File: src/rtl/ir_queue_if.sv
// Fetch/decode side of the instruction-register queue: load and flush strobes
// in, the head word and occupancy status out.
interface ir_queue_if #(
    parameter int INS_W = 16,
    parameter int DEPTH = 4
);
    localparam int CNT_W = $clog2(DEPTH) + 1;

    logic             il_in;
    logic [INS_W-1:0] ins_in;
    logic             flush_in;
    logic             take_in;
    logic [INS_W-1:0] ins_out;
    logic             ins_valid;
    logic             full;
    logic [CNT_W-1:0] count;
    logic             ovf_err;

    modport master (
        output il_in, ins_in, flush_in, take_in,
        input  ins_out, ins_valid, full, count, ovf_err
    );

    modport slave (
        input  il_in, ins_in, flush_in, take_in,
        output ins_out, ins_valid, full, count, ovf_err
    );
endinterface

File: src/rtl/ir_queue.sv
// Circular instruction-register queue between fetch and decode with a
// one-cycle flush for redirects and a sticky flag for dropped loads.
module ir_queue #(
    parameter int INS_W = 16,
    parameter int DEPTH = 4
) (
    input logic      clk,
    input logic      rst,
    ir_queue_if.slave bus
);
    // DEPTH must be a power of two >= 2 so the pointers wrap for free.
    localparam int PTR_W = $clog2(DEPTH);
    localparam int CNT_W = $clog2(DEPTH) + 1;

    logic [INS_W-1:0] mem [DEPTH];
    logic [PTR_W-1:0] wr_ptr;
    logic [PTR_W-1:0] rd_ptr;
    logic [CNT_W-1:0] count_q;
    logic             ovf_q;

    logic is_full;
    logic is_valid;
    logic push_ok;
    logic pop_ok;

    assign is_full  = (count_q == CNT_W'(DEPTH));
    assign is_valid = (count_q != '0);
    // A load while full still goes in when the head leaves in the same cycle.
    assign push_ok  = bus.il_in & (~is_full | bus.take_in);
    assign pop_ok   = bus.take_in & is_valid;

    always_ff @(posedge clk) begin
        if (rst) begin
            wr_ptr  <= '0;
            rd_ptr  <= '0;
            count_q <= '0;
            ovf_q   <= 1'b0;
        end else if (bus.flush_in) begin
            wr_ptr  <= '0;
            rd_ptr  <= '0;
            count_q <= '0;
        end else begin
            if (push_ok) begin
                wr_ptr <= wr_ptr + PTR_W'(1);
            end
            if (pop_ok) begin
                rd_ptr <= rd_ptr + PTR_W'(1);
            end
            count_q <= count_q + CNT_W'(push_ok) - CNT_W'(pop_ok);
            if (bus.il_in & is_full & ~bus.take_in) begin
                ovf_q <= 1'b1;
            end
        end
    end

    // Storage is never cleared; stale words are hidden by the empty gate below.
    always_ff @(posedge clk) begin
        if (!rst && !bus.flush_in && push_ok) begin
            mem[wr_ptr] <= bus.ins_in;
        end
    end

    assign bus.ins_out   = is_valid ? mem[rd_ptr] : '0;
    assign bus.ins_valid = is_valid;
    assign bus.full      = is_full;
    assign bus.count     = count_q;
    assign bus.ovf_err   = ovf_q;
endmodule

File: src/flat_wrapper.sv
// flat-port wrapper written by rule: the top's interface ports become plain ports
module ir_queue_flat 
#(
    parameter int INS_W = 16,
    parameter int DEPTH = 4
)
  (clk, rst, bus_il_in, bus_ins_in, bus_flush_in, bus_take_in, bus_ins_out, bus_ins_valid, bus_full, bus_count, bus_ovf_err);
  ir_queue_if #(.INS_W(INS_W), .DEPTH(DEPTH)) bus_i ();
  input logic clk;
  input logic rst;
  input wire logic [$bits(bus_i.il_in)-1:0] bus_il_in;
  input wire logic [$bits(bus_i.ins_in)-1:0] bus_ins_in;
  input wire logic [$bits(bus_i.flush_in)-1:0] bus_flush_in;
  input wire logic [$bits(bus_i.take_in)-1:0] bus_take_in;
  output wire logic [$bits(bus_i.ins_out)-1:0] bus_ins_out;
  output wire logic [$bits(bus_i.ins_valid)-1:0] bus_ins_valid;
  output wire logic [$bits(bus_i.full)-1:0] bus_full;
  output wire logic [$bits(bus_i.count)-1:0] bus_count;
  output wire logic [$bits(bus_i.ovf_err)-1:0] bus_ovf_err;
  assign bus_i.il_in = bus_il_in;
  assign bus_i.ins_in = bus_ins_in;
  assign bus_i.flush_in = bus_flush_in;
  assign bus_i.take_in = bus_take_in;
  assign bus_ins_out = bus_i.ins_out;
  assign bus_ins_valid = bus_i.ins_valid;
  assign bus_full = bus_i.full;
  assign bus_count = bus_i.count;
  assign bus_ovf_err = bus_i.ovf_err;
  ir_queue #(.INS_W(INS_W), .DEPTH(DEPTH)) u_core (.clk(clk), .rst(rst), .bus(bus_i));
endmodule
File: config.mk
export PLATFORM = sky130hd
export DESIGN_NAME = ir_queue_flat
export DESIGN_NICKNAME = d
export VERILOG_FILES = /design/src/rtl/ir_queue_if.sv /design/src/rtl/ir_queue.sv /design/src/flat_wrapper.sv
export SDC_FILE = /design/constraint.sdc
export NUM_CORES = 1
export LEC_CHECK = 0
export ABC_CLOCK_PERIOD_IN_PS = 2550
export BUFFER_PORTS_ARGS = -buffer_cell sky130_fd_sc_hd__clkbuf_2
export CAP_MARGIN = 10
export CORE_ASPECT_RATIO = 0.5
export CORE_MARGIN = 1.5
export CORE_UTILIZATION = 37
export DETAILED_ROUTE_END_ITERATION = 10
export GPL_TIMING_DRIVEN = 0
export PLACE_DENSITY = 0.58
export SYNTH_ARGS = -nofsm -noshare
export SYNTH_HDL_FRONTEND = slang
export SYNTH_SLANG_ARGS = --single-unit
File: constraint.sdc
create_clock -name clk -period 2.55 [get_ports clk]
set_clock_uncertainty 0.2 [all_clocks]
set_input_delay 0 -clock clk [delete_from_list [all_inputs] [get_ports clk]]
set_output_delay 0 -clock clk [all_outputs]
set_load 0.05 [all_outputs]
==> results.toml, run 1 <==
[final_layout]
diodes = 0
drive_gt1_share_pct = 36.9
layout.nets = 259
final_cell_mix = "edfxtp_1, clkbuf_2, dlygate4sd3_1"
synthToLayoutAreaGrowth_pct = 29.4
final_common_cell = "edfxtp_1"
fill_cells = 654
fin_area_um2 = 3850

[synth]
syn-instance-count = 156
ys_top_cells_by_area = "edfxtp_1, mux4_2, dfxtp_1"
synth_seq_area_share_pct = 71.4
synth_xor_area_share_pct = 0.884
yosysTopAreaCellShare_pct = 64.7
yosys.area_share.simple_pct = 7.92
synth_area_um2 = 2970
yosysWarnings = 0
yosysUniqueCellTypes = 27
synth_top_family_by_area = "multiplexers"
synthMuxAreaShare_pct = 12.8
ys_ff_latch = 74
avgSynthCellArea_um2 = 19.0
synthesis.nets = 184
synth_top_area_cell = "edfxtp_1"
synth_compound_area_share_pct = 1.22
synth_fa_ha_area_share_pct = 3.20

[sta]
fin_crit_sh_pct = 89.7
hold_violations = 0
hold-worst-slack_ps = 235
tightest_slew_ps = 904
final-setup-viol-count = 0
max_clock_freq_ghz = 0.437
slew_headroom_pct = 39.7
slew_violations = 0
tns_ps = 0
min_period_ps = 2290
rsz0062_at_grt = "false"

[global_routing]
grtUsageTotal_pct = 13.8
grt_pass1_vias = 1673
grt_use_met1_pct = 16.2
antenna_found_initial = 0
grt_max_degree = 17
busiest_layer = "met2"
grt_pass1_wl_um = 8470
overflow = 0
met3_usage_pct = 4.85
use_met2_pct = 24.7

[clock_network]
cts_tree = "done"
cts_buffer_depth = 2
htreeDepth = 3
cts_root_buf = "clkbuf_16"
clock-sinks = 74
cts-buffers-inserted = 9
path_clk_slew_ps = 60
insertion_delay_ps = 320

[critical_path]
startpoint = "u_core.bus.count[2]"
startpoint_type = "flop"
cp_cell_sequence = "nor3b_4 -> a21boi_2 -> and3_1"
crit_arrival_ps = 2030
rr_startpoint = "u_core.bus.count[2]"
critPathSlowestCell = "and3_1"
cp_slowest_stage_delay_ps = 830
required_ps = 2290
rr_worst_depth = 3
crit_type = "reg -> reg"
cp-end-kind = "flop"
worstPathMaxFanout = 16

[placed_design]
place.gp.congestion = 0.758
dpl_cell_area_um2 = 3330
place_hpwl_um = 3240
portBuffers = 42

[floorplanning]
rows = 22
initial_core_util_pct = 39.4
die_h_um = 66.4
die_w_um = 130
die_area_um2 = 8610
num_io_pins = 43
core_area_um2 = 7540

[pwr]
power-per-cell-area_nw_per_um2 = 808
total_power_uw = 3110
peakVddDrop_v = 0.000305
p_leak_uw = 0.00140

[route]
drt_iter0_markers = 59
routed_wl_um = 5200
wl_per_cell_um = 15.1
drc = 0
antenna_left = 0
vias_per_cell = 4.63
firstDrtPassIters = 4
num_vias = 1593

[status]
status = "completed"

[job]
cap_violations = 0

[min_path]
hold_path_depth = 2
min_path_type = "in -> reg"
worstHoldStart = "bus_ins_in[6]"
[per-layer routing]
metal | up-vias | part of all wire [%] | wire (um)
li1 | 752 | - | -
met1 | 805 | 42 | 2180
met2 | 36 | 53 | 2760
met3 | 0 | 4.8 | 252
met4 | 0 | 0 | 0
met5 | - | 0 | 0
[through the flow]
stage / instances / utilization (%) / setup WS [ps]
6_report: 344 / 51.0 / 262
5_1_grt: 344 / 51.0 / 43.0
4_1_cts: 344 / 51.0 / 215
3_5_place_dp: 306 / 44.1 / -124
3_3_place_gp: 306 / 44.1 / -125
2_1_floorplan: 156 / - / 44.9
[cell type report]
class / instances / area (um^2) / area share, %
plain buffers: 6 / 50.0 / 1.30
inverters: 7 / 26.3 / 0.683
repair buffers: 64 / 428 / 11.1
clock inverters: 7 / 76.3 / 1.98
clock buffers: 9 / 225 / 5.86
well taps: 108 / 135 / 3.51
multi-input cells: 69 / 779 / 20.3
flip-flops and latches: 74 / 2130 / 55.3
[kinds of logic (layout without fill, tap and decap cells)]
logic type / after synthesis / after routing
AOI/OAI and AO/OA: 5 / 5
xor gates and xnor gates: 3 / 3
adders and majority gates: 7 / 7
buffers and inverters: 13 / 93
DFF: 74 / 74
muxes: 18 / 18
and+or+nand+nor: 36 / 36
[state kept, by name (all words and copies together), names as in the netlist, named ones only]
register and cells:
u_core.bus.ovf_err 1, u_core.rd_ptr 2, u_core.bus.count 3, u_core.wr_ptr 2, u_core.mem 64
[where the power goes]
part           switching, uW  internal (uW)
Sequential              20.4           1340
Clock                    476            763
Combinational            346            162
Total                    843           2260
[cell usage after synthesis]
library cell,count
edfxtp_1,64
mux4_2,16
nor2b_1,14
dfxtp_1,10
inv_1,7
ha_1,6
nand2_1,5
and3_1,4
nor2_1,4
buf_2,3
and2_1,2
mux2i_1,2
nor2b_4,2
nor3_1,2
o21ai_0,2
xnor2_1,2
a21boi_2,1
a31oi_1,1
buf_12,1
buf_6,1
clkbuf_1,1
fa_1,1
nor3_4,1
nor3b_2,1
o311ai_1,1
or4b_1,1
xor2_1,1
[final timing paths]
| check | endpoint | slack [ps] |
|---|---|---|
| worst max-delay path | u_core.mem[2][13] | 260 |
| worst max register to register | u_core.mem[2][13] | 260 |
| worst min register to register | u_core.wr_ptr[1] | 300 |
| worst min-delay path | u_core.mem[0][6] | 240 |
[worst max-delay path, delay by kind of cell (launching register included)]
family / cells / cell delay, ps
DFF: 1 / 360
and+or+nand+nor: 2 / 1000
AOI/OAI and AO/OA: 1 / 340
[what timing repair did]
item / 4_1_cts / 5_1_grt
hold buffers: 21 / 0
hold endpoints to repair: 72 / 0
setup endpoints to repair: 1 / 0
setup buffers: 1 / 0
gates resized for setup: 0 / 0
(Power assumes the default switching activity.)
==> inputs of run 2 (changes only) <==
--- a/config.mk
+++ b/config.mk
@@ -5,15 +5,16 @@
 export SDC_FILE = /design/constraint.sdc
 export NUM_CORES = 1
 export LEC_CHECK = 0
-export ABC_CLOCK_PERIOD_IN_PS = 2550
+export ABC_CLOCK_PERIOD_IN_PS = 3000
 export BUFFER_PORTS_ARGS = -buffer_cell sky130_fd_sc_hd__clkbuf_2
 export CAP_MARGIN = 10
 export CORE_ASPECT_RATIO = 0.5
 export CORE_MARGIN = 1.5
 export CORE_UTILIZATION = 37
+export CTS_BUF_LIST = sky130_fd_sc_hd__clkbuf_8
 export DETAILED_ROUTE_END_ITERATION = 10
 export GPL_TIMING_DRIVEN = 0
-export PLACE_DENSITY = 0.58
+export PLACE_DENSITY = 0.56
 export SYNTH_ARGS = -nofsm -noshare
 export SYNTH_HDL_FRONTEND = slang
 export SYNTH_SLANG_ARGS = --single-unit
==> constraint.sdc (replaced) <==
create_clock -name clk -period 3 [get_ports clk]
set_clock_uncertainty 0.2 [all_clocks]
set_input_delay 0 -clock clk [delete_from_list [all_inputs] [get_ports clk]]
set_output_delay 0 -clock clk [all_outputs]
set_load 0.05 [all_outputs]
==> results.toml, run 2 (synthesized netlist as in run 1, its figures left out) <==
[status]
status = "completed"

[floorplanning]
num_io_pins = 43
initial_core_util_pct = 39.4
die_h_um = 66.4
core_area_um2 = 7540
die_area_um2 = 8610
die_w_um = 130
rows = 22

[pwr]
power_switching_uw = 637
combPwrFrac_pct = 18.8
seqPwrFrac_pct = 50.7
peakVddDrop_v = 0.000290
total_power_uw = 2270
power-per-cell-area_nw_per_um2 = 613
power.internal_uw = 1630
p_leak_uw = 0.00135
sw_frac_of_total_pct = 28.0
clkPwrFrac_pct = 30.5

[final_layout]
layout.nets = 258
fill_cells = 681
diodes = 0
ff_latch_area_um2 = 2120
drive_gt1_share_pct = 33.6
largest_reg_flops = 64
final_common_cell = "edfxtp_1"
multiInputGateArea_um2 = 773
final_cell_mix = "edfxtp_1, clkbuf_2, dlygate4sd3_1"
top_register = "u_core.mem"
synthToLayoutAreaGrowth_pct = 24.7

[placed_design]
place.gp.congestion = 0.723
place_hpwl_um = 3170
portBuffers = 42

[clock_network]
cts-buffers-inserted = 9
cts_buffer_depth = 2
post_cts_resized = 0
cts_setup_buffers = 0
cts_root_buf = "clkbuf_8"
postCtsHoldBufs = 21
insertion_delay_ps = 340
clock-sinks = 74
htreeDepth = 3
path_clk_slew_ps = 60
cts_tree = "done"

[sta]
final-setup-viol-count = 0
tightest_slew_ps = 901
max_clock_freq_ghz = 0.361
tns_ps = 0
slew_headroom_pct = 39.9
fin_crit_sh_pct = 92.4
rsz0062_at_grt = "false"
min_period_ps = 2770
hold_violations = 0
slew_violations = 0

[route]
drc = 0
vias_per_cell = 4.56
antenna_left = 0
wl_per_cell_um = 14.8
drt_iter0_markers = 84
routed_wl_um = 5090
firstDrtPassIters = 4
num_vias = 1564

[min_path]
min_path_type = "in -> reg"

[global_routing]
grt_pass1_wl_um = 8360
antenna_found_initial = 0
grtUsageTotal_pct = 14.1
grt_max_degree = 17
grt_pass1_vias = 1628
overflow = 0

[critical_path]
rrSetupSlack_ps = 230
cp_cell_sequence = "nor3_4 -> nor2_1 -> ha_1 -> inv_1 -> ha_1 -> inv_1 -> fa_1 -> xnor2_1 -> xnor2_1 -> and2_1"
critPathSlowestCell = "nor3_4"
cp-end-kind = "flop"
worstPathMaxFanout = 10
crit_arrival_ps = 2810
crit_type = "reg -> reg"
startpoint_type = "flop"
required_ps = 3040
cp_slowest_stage_delay_ps = 550

[job]
cap_violations = 0
run 2: cell types whose count changed in the layout (fill, tap and decap cells not counted), moves of 2 or more:
cell / previous run / this run
dfxtp_1: 7 / 10
clkbuf_8: 0 / 9
clkbuf_16: 9 / 0
inv_1: 7 / 10
dfxtp_2: 3 / 0
clkinv_4: 2 / 0
inv_6: 2 / 0
run 2: final cells by class:
type	instances	area share, %
Timing Repair Buffer	63	11.3
Inverter	7	0.709
Clock inverter	7	1.45
Clock buffer	9	3.34
Buffer	6	1.35
Multi-Input combinational cell	69	20.9
Sequential cell	74	57.3
Tap cell	108	3.65
run 2: path summary, 6_finish.rpt:
| kind | from | to | cells past startpoint |
|---|---|---|---|
| max reg2reg | u_core.bus.count[1] | u_core.bus.count[2] | 10 |
| min | bus_ins_in[6] | u_core.mem[2][6] | 2 |
| max | u_core.bus.count[1] | u_core.bus.count[2] | 10 |
| min reg2reg | u_core.wr_ptr[1] | u_core.wr_ptr[1] | 2 |
run 2: power groups by stage:
stage / clock network (uW) / registers [uW] / logic (uW)
2_1_floorplan: 0 / 1190 / 289
3_3_place_gp: 0 / 1170 / 409
3_5_place_dp: 0 / 1170 / 413
4_1_cts: 715 / 1150 / 434
5_1_grt: 764 / 1150 / 459
6_report: 694 / 1150 / 426
run 2: per-layer routing:
layer	vias to the layer above	global-route usage [%]	part of all wire, %
met3	6	7.04	6.0
met2	33	22.8	50
li1	748	-	-
met5	-	0	0
met1	777	17.3	44
met4	0	2.50	0.79
run 2: stage by stage:
stage | util (%) | setup WS (ps) | hold slack (ps) | instance area (um^2) | cells
floorplan | - | 45.3 | -129 | 2970 | 156
detailed placement | 44.0 | 198 | 21.5 | 3320 | 306
finish | 49.1 | 227 | 214 | 3700 | 343
global placement | 44.0 | 248 | 14.6 | 3320 | 306
CTS | 49.1 | 180 | 200 | 3700 | 343
global route | 49.1 | 74.9 | 202 | 3700 | 343
run 2: critical path: cells and delay by family, from the launching register on:
| kind | cells | cell delay (ps) |
|---|---|---|
| xor+xnor | 2 | 290 |
| fa+ha+maj | 3 | 800 |
| buf+inv | 2 | 110 |
| flops | 1 | 410 |
| simple gates | 3 | 860 |
